## src/rtl/input_conditioner.sv

```systemverilog
// input_conditioner: synchronizes and debounces the raw switch bus and the
// enter push-button, and produces a debounced enter level, a one-cycle
// enter pulse and a sticky enter-pending flag for the CPU IO path.
// Optional feature macro: SWITCH_LOCK_EN (freeze switch_stable while
// enter_pending is set).
module input_conditioner #(
  parameter int SW_WIDTH        = 16,
  parameter int DEBOUNCE_CYCLES = 20000
) (
  input  logic                clk,
  input  logic                rst,
  input  logic [SW_WIDTH-1:0] switch_raw,
  input  logic                enter_raw,
  input  logic                enter_ack,
  output logic [SW_WIDTH-1:0] switch_stable,
  output logic                switch_changed,
  output logic                enter_level,
  output logic                enter_pulse,
  output logic                enter_pending
);

  localparam int              CW       = $clog2(DEBOUNCE_CYCLES) + 1;
  localparam logic [CW-1:0]   CNT_LAST = CW'(DEBOUNCE_CYCLES - 1);

  logic [SW_WIDTH-1:0] sw_s1, sw_s2, sw_prev;
  logic                en_s1, en_s2;
  logic [CW-1:0]       en_cnt, sw_cnt;
  logic                en_done, en_rise, sw_done, sw_lock;

  assign en_done = (en_cnt == CNT_LAST);
  assign sw_done = (sw_cnt == CNT_LAST);
  // Level is about to go 0->1 on this edge.
  assign en_rise = en_s2 && !enter_level && en_done;

`ifdef SWITCH_LOCK_EN
  assign sw_lock = enter_pending;
`else
  assign sw_lock = 1'b0;
`endif

  // Two-flop synchronizers for every asynchronous input.
  always_ff @(posedge clk) begin
    if (!rst) begin
      sw_s1 <= '0;
      sw_s2 <= '0;
      en_s1 <= 1'b0;
      en_s2 <= 1'b0;
    end else begin
      sw_s1 <= switch_raw;
      sw_s2 <= sw_s1;
      en_s1 <= enter_raw;
      en_s2 <= en_s1;
    end
  end

  // Enter debounce: any agreeing cycle restarts the disagreement count.
  always_ff @(posedge clk) begin
    if (!rst) begin
      enter_level <= 1'b0;
      en_cnt      <= '0;
    end else if (en_s2 == enter_level) begin
      en_cnt <= '0;
    end else if (en_done) begin
      enter_level <= en_s2;
      en_cnt      <= '0;
    end else begin
      en_cnt <= en_cnt + 1'b1;
    end
  end

  // Rising-edge pulse and sticky pending flag; a set beats a same-cycle ack.
  always_ff @(posedge clk) begin
    if (!rst) begin
      enter_pulse   <= 1'b0;
      enter_pending <= 1'b0;
    end else begin
      enter_pulse   <= en_rise;
      enter_pending <= en_rise | (enter_pending & ~enter_ack);
    end
  end

  // Switch debounce on the whole word; any change of sw_s2 restarts the count.
  always_ff @(posedge clk) begin
    if (!rst) begin
      switch_stable  <= '0;
      switch_changed <= 1'b0;
      sw_prev        <= '0;
      sw_cnt         <= '0;
    end else begin
      sw_prev        <= sw_s2;
      switch_changed <= 1'b0;
      if (sw_lock || (sw_s2 == switch_stable) || (sw_s2 != sw_prev)) begin
        sw_cnt <= '0;
      end else if (sw_done) begin
        switch_stable  <= sw_s2;
        switch_changed <= 1'b1;
        sw_cnt         <= '0;
      end else begin
        sw_cnt <= sw_cnt + 1'b1;
      end
    end
  end

endmodule

```

## config.mk

```make
export PLATFORM = sky130hd
export DESIGN_NAME = input_conditioner
export DESIGN_NICKNAME = d
export VERILOG_FILES = /design/src/rtl/input_conditioner.sv
export SDC_FILE = /design/constraint.sdc
export NUM_CORES = 1
export LEC_CHECK = 0
export ABC_AREA = 1
export CORE_MARGIN = 8
export CORE_UTILIZATION = 45
export DETAILED_ROUTE_END_ITERATION = 6
export GPL_ROUTABILITY_DRIVEN = 0
export PLACE_DENSITY_LB_ADDON = 0.2
export SLEW_MARGIN = 20
export SYNTH_ARGS = -nofsm -noshare
export SYNTH_HDL_FRONTEND = slang
export SYNTH_SLANG_ARGS = --single-unit
```

## constraint.sdc

```tcl
create_clock -name clk -period 3.7 [get_ports clk]
set_input_delay 0.74 -clock clk [delete_from_list [all_inputs] [get_ports clk]]
set_output_delay 0.74 -clock clk [all_outputs]
set_load 0.05 [all_outputs]
```

# Yosys cells after proc, flatten, opt, wreduce, memory -nomap -nowiden
# Index checks and enable logic that the tools add are counted.
[totals]
reg_bits = 102
in_bits = 20
word_cells = 35
[op_classes]
n_addsub = 2
eq_ne = 5
muxes = 1
n_bitwise = 6
reduce_logical = 9
[ops]
columns = ["op", "count"]
rows = [
  ["adder 16 x 1 -> 16 bit (second input constant)", 2],
  ["== test 16 x 15 -> 1 bit (second input constant)", 2],
  ["== test 16 bit", 1],
  ["!= test 16 bit", 1],
  ["OR reduction 3 bit", 2],
  ["inverter 1 bit", 4],
  ["AND reduction 2 bit", 2],
  ["logical AND 1 bit", 2],
  ["OR reduction 2 bit", 1],
  ["AND 1 bit", 1],
  ["== test 1 bit", 1],
  ["logical NOT 1 bit", 1],
  ["logical OR 1 bit", 1],
  ["2-to-1 mux 1 bit", 1],
  ["OR 1 bit", 1],
]

# Logic depth before layout (Yosys ltp)
[logic_depth]
depth_word = 4
ltp_mapped = 12
depth_no_buf = 11

# Worst setup path before layout
# OpenSTA, ideal clock, no wires.
[synth_timing]
kind = "register -> register"
start = "register switch_stable[12]"
end = "register switch_stable[10]"
setup_ns = 0.110
t_arrival_ns = 1.683
path_slack_ns = 1.907
path_stages_with_launch = 13
n_path_buf = 1
synth_period_minus_slack_ns = 1.793
path_cell_list = "dfxtp_1 inv_1 nand2_1 nand2_1 nor2_1 nand2_1 nor2_1 nand2_2 nand3_4 buf_6 nand2_1 inv_2 nor2_2"
[synth_via]
elab_chain_len = 4
[synth_lines]
columns = ["element", "line_no", "source"]
rows = [
  ["from (decl)", "15", "output logic [SW_WIDTH-1:0] switch_stable,"],
  ["from (signal assigned)", "95", "switch_stable <= sw_s2;"],
  ["== test 16 bit", "92", "if (sw_lock || (sw_s2 == switch_stable) || (sw_s2 != sw_prev)) begin"],
  ["logical OR 1 bit", "92", ""],
  ["inverter 1 bit (no line)", "--", ""],
  ["AND reduction 2 bit (no line)", "--", ""],
]
# No other way between the ends.
# A chain may end at the register's enable or synchronous reset.

# Worst setup path after layout
[layout_timing]
start = "register switch_stable[5]"
end = "output switch_stable[5]"
# No word-level cell between the ends.

==> results.txt <==
- Maximum fanout encountered on the critical timing path: 3
- Hold-fix buffer count after cts: 0
- Number of DRC violations after detailed routing: 0
- Critical path endpoint category: output pin
- The library cell used most frequently in the layout, excluding fill and tap cells, is nand2_1.
* All-layer global routing usage: 0.138
- Of the total power, registers draw 0.556.
* Layer carrying the most global-route usage: met2
* Syn. warnings: 0
* Global-route congestion overflow total: 0
- Wire length of the first global-routing pass: 14700 um
* Total standard cell area after synthesis: 4360 um2
* Clock transition at path regs: 100 ps
- Post-layout min period: 2320 ps
* Setup tns final: 0 ps
- The number of slew-limit violations in the final report was 0.
* Result of the run: complete, no violations
- Compared with the post-synthesis result, the final layout area differs by 16.7%.
- Postcts setup bufs: 0
- Required @ worst endpoint: 2960 ps
- Net count, final: 681
- Antenna cell count: 0
- The slowest stage of the critical path belongs to the cell clkdlybuf4s50_1.
- Clock tree buffer depth: 2
* Count of buffers from port buffering: 39
- Switching power: 451 uW
- Final Cycle Share: 0.627
- Register area: 2040 um2
- In this run, synthesis produced a sequential element count of 102.
* Clock network power share: 0.388
* Clock Sinks: 102
- Overall routed net length: 8380 um
- The floorplan step set the die width to 114 um.
- Count of filler cells inserted in the layout: 913
- Logic depth of the worst path, buffers included: 1
- Fmax: 431 MHz
- Worst Skew: 7.54 ps
- Once detailed placement completed, the half-perimeter wirelength came to 5830 um.
- The synthesized design contains 0 enable-type register cells.
* Sw Share: 0.222
- Data arrives at the worst endpoint at 1580 ps.
* Sequential share of the synthesized area: 0.468
- Setup violations remaining at the end of the flow were counted as 0.
- After floorplanning, the core was divided into 36 placement rows.
- In this run the mean area of a mapped cell was 7.03 um2.
- The tree is rooted in a clkbuf_8.
- The top cell types in the final layout, fill and taps aside, are nand2_1 (184), inv_1 (125), dfxtp_1 (102).
- Die span in y: 114 um
* Met2 global-route usage: 0.240
- Peak VDD IR: 0.000232 V
* Highest cell delay on the worst timing path: 830 ps
- Number of library cell types mapped by synthesis: 34
- Setup repair after global routing left no endpoint under its margin.
- The worst hold path passes through 2 cells.
- Pint: 1.59 mW
- The number of cells on the worst reg-to-reg path is 11.
- The die covers 13100 um2.
- At the pin with the least slew margin, the transition time is 704 ps.
- The analysis attributes to cell leakage a power of 2.43 nW.
- TritonCTS built the clock tree.
- Total count of hold-check failures in the final report: 0
- Synthesis produced a netlist with a net count of 644.
- The via count of the first global-routing pass was 3346.
- GR met1 Demand/Resource: 0.154
- Reported max-cap violation count: 0
* Max_slew headroom: 0.529
* DR iter-0 viols: 199
* First-pass iteration count of the detailed router: 4
* Proportion of layout cells with a drive suffix above 1: 0.0814
* Number of top-level design ports: 40
- Broken down by cell family, the worst path's largest delay share belongs to buffers and inverters.
* Areal power density over the cells: 400 nW/um2
* Vias/cell: 4.45
- After detailed routing, the average wire length per cell comes to 10.5 um.
* Total of cells resized after clock tree synthesis: 0
* Category of the worst setup path launch point: flip-flop
* Classification of the worst-slack hold path: flip-flop to flip-flop
- Cells after synthesis: 621
* Remaining antenna violation count: 0
- Number of buffers created by CTS: 9
- Worst hold slack: 416 ps
- The critical path is of the flip-flop to output pin type.
- Area of combinational cells with multiple inputs: 1730 um2
* Global routing met3 resource utilization: 0.0406
* Main flop type after synthesis: dfxtp_1
- The number of buffers and inverters on the critical path is 1.
* Worst reg-to-reg setup slack: 1770 ps
- Chain of cells forming the critical path: clkdlybuf4s50_1
- The number of antenna violations at the first check in global routing came to 0.
* Async set or reset register ratio after synthesis: 0
* Count of vias placed by the detailed router: 3543
- Clock latency of the later-clocked register in the worst-skew pair: 360 ps
* Maximum number of pins on one net before global-route repair: 66
- After floorplanning, the core was sized to cover 9590 um2.
- Of the total power, combinational logic draws 0.056.
* Number of H-tree levels: 3
- The initial utilization of the core area, before any placement, comes to 0.455.
synth_stat cells (all sizes together) (6+ instances only):
cell	instances	share of area
nand2	193	0.17
nand3	16	0.022
dfxtp	102	0.47
nor3	18	0.024
nor2	70	0.066
nand4	22	0.032
inv	141	0.12
xnor2	13	0.026
clkbuf	6	0.0052
xor2	7	0.014
a21oi	8	0.0092
buf	8	0.011
flip-flops by register name, indices dropped and copies added, names as in the netlist, 16 cells and up:
| name | cells |
|---|---|
| en_cnt | 16 |
| switch_stable | 16 |
| sw_s2 | 16 |
| sw_prev | 16 |
| sw_s1 | 16 |
| sw_cnt | 16 |
per-stage QoR:
stage	std cells	utilization	total power [mW]	cell area, um2	worst slack (ps)
floorplan	621	-	1.23	4360	1910
global placement	780	0.506	1.27	4850	1560
detailed placement	780	0.506	1.27	4850	1490
CTS	796	0.530	2.07	5090	1360
global route	796	0.531	2.14	5090	1310
finish	796	0.531	2.04	5090	1380
power by group through the flow:
stage | combinational [mW] | clock [mW] | sequential (mW)
2_1_floorplan | 0.0785 | 0 | 1.16
3_3_place_gp | 0.114 | 0 | 1.16
3_5_place_dp | 0.116 | 0 | 1.16
4_1_cts | 0.116 | 0.816 | 1.13
5_1_grt | 0.130 | 0.869 | 1.14
6_report | 0.114 | 0.789 | 1.13
final timing paths:
check,start,to
worst max-delay path,switch_stable[5],switch_stable[5]
worst min-delay path,sw_s1[12],sw_s2[12]
worst max register to register,sw_s2[10],switch_stable[4]
worst min register to register,sw_s1[12],sw_s2[12]
cell type report:
cell class	count	area share
Tap cell	133	0.0327
Timing Repair Buffer	40	0.0771
Clock buffer	11	0.0297
Sequential cell	102	0.401
Inverter	141	0.104
Clock inverter	5	0.0160
Multi-Input combinational cell	364	0.340
layer usage:
| metal | wire, um | share of wire | up-vias |
|---|---|---|---|
| li1 | - | - | 1902 |
| met1 | 3920 | 0.47 | 1573 |
| met2 | 3970 | 0.47 | 59 |
| met3 | 387 | 0.046 | 9 |
| met4 | 104 | 0.012 | 0 |
| met5 | 0 | 0 | - |
cells by family (layout without fill, tap and decap cells):
logic type                 Yosys count  after routing  share of synthesized area
and+or+nand+nor                    325            325                      0.325
AOI/OAI and AO/OA                   16             16                     0.0215
adders and majority gates            3              3                    0.00860
xor gates and xnor gates            20             20                     0.0401
buffers and inverters              155            197                      0.137
DFF                                102            102                      0.468
Note: power is estimated with default switching activity, not from simulation.
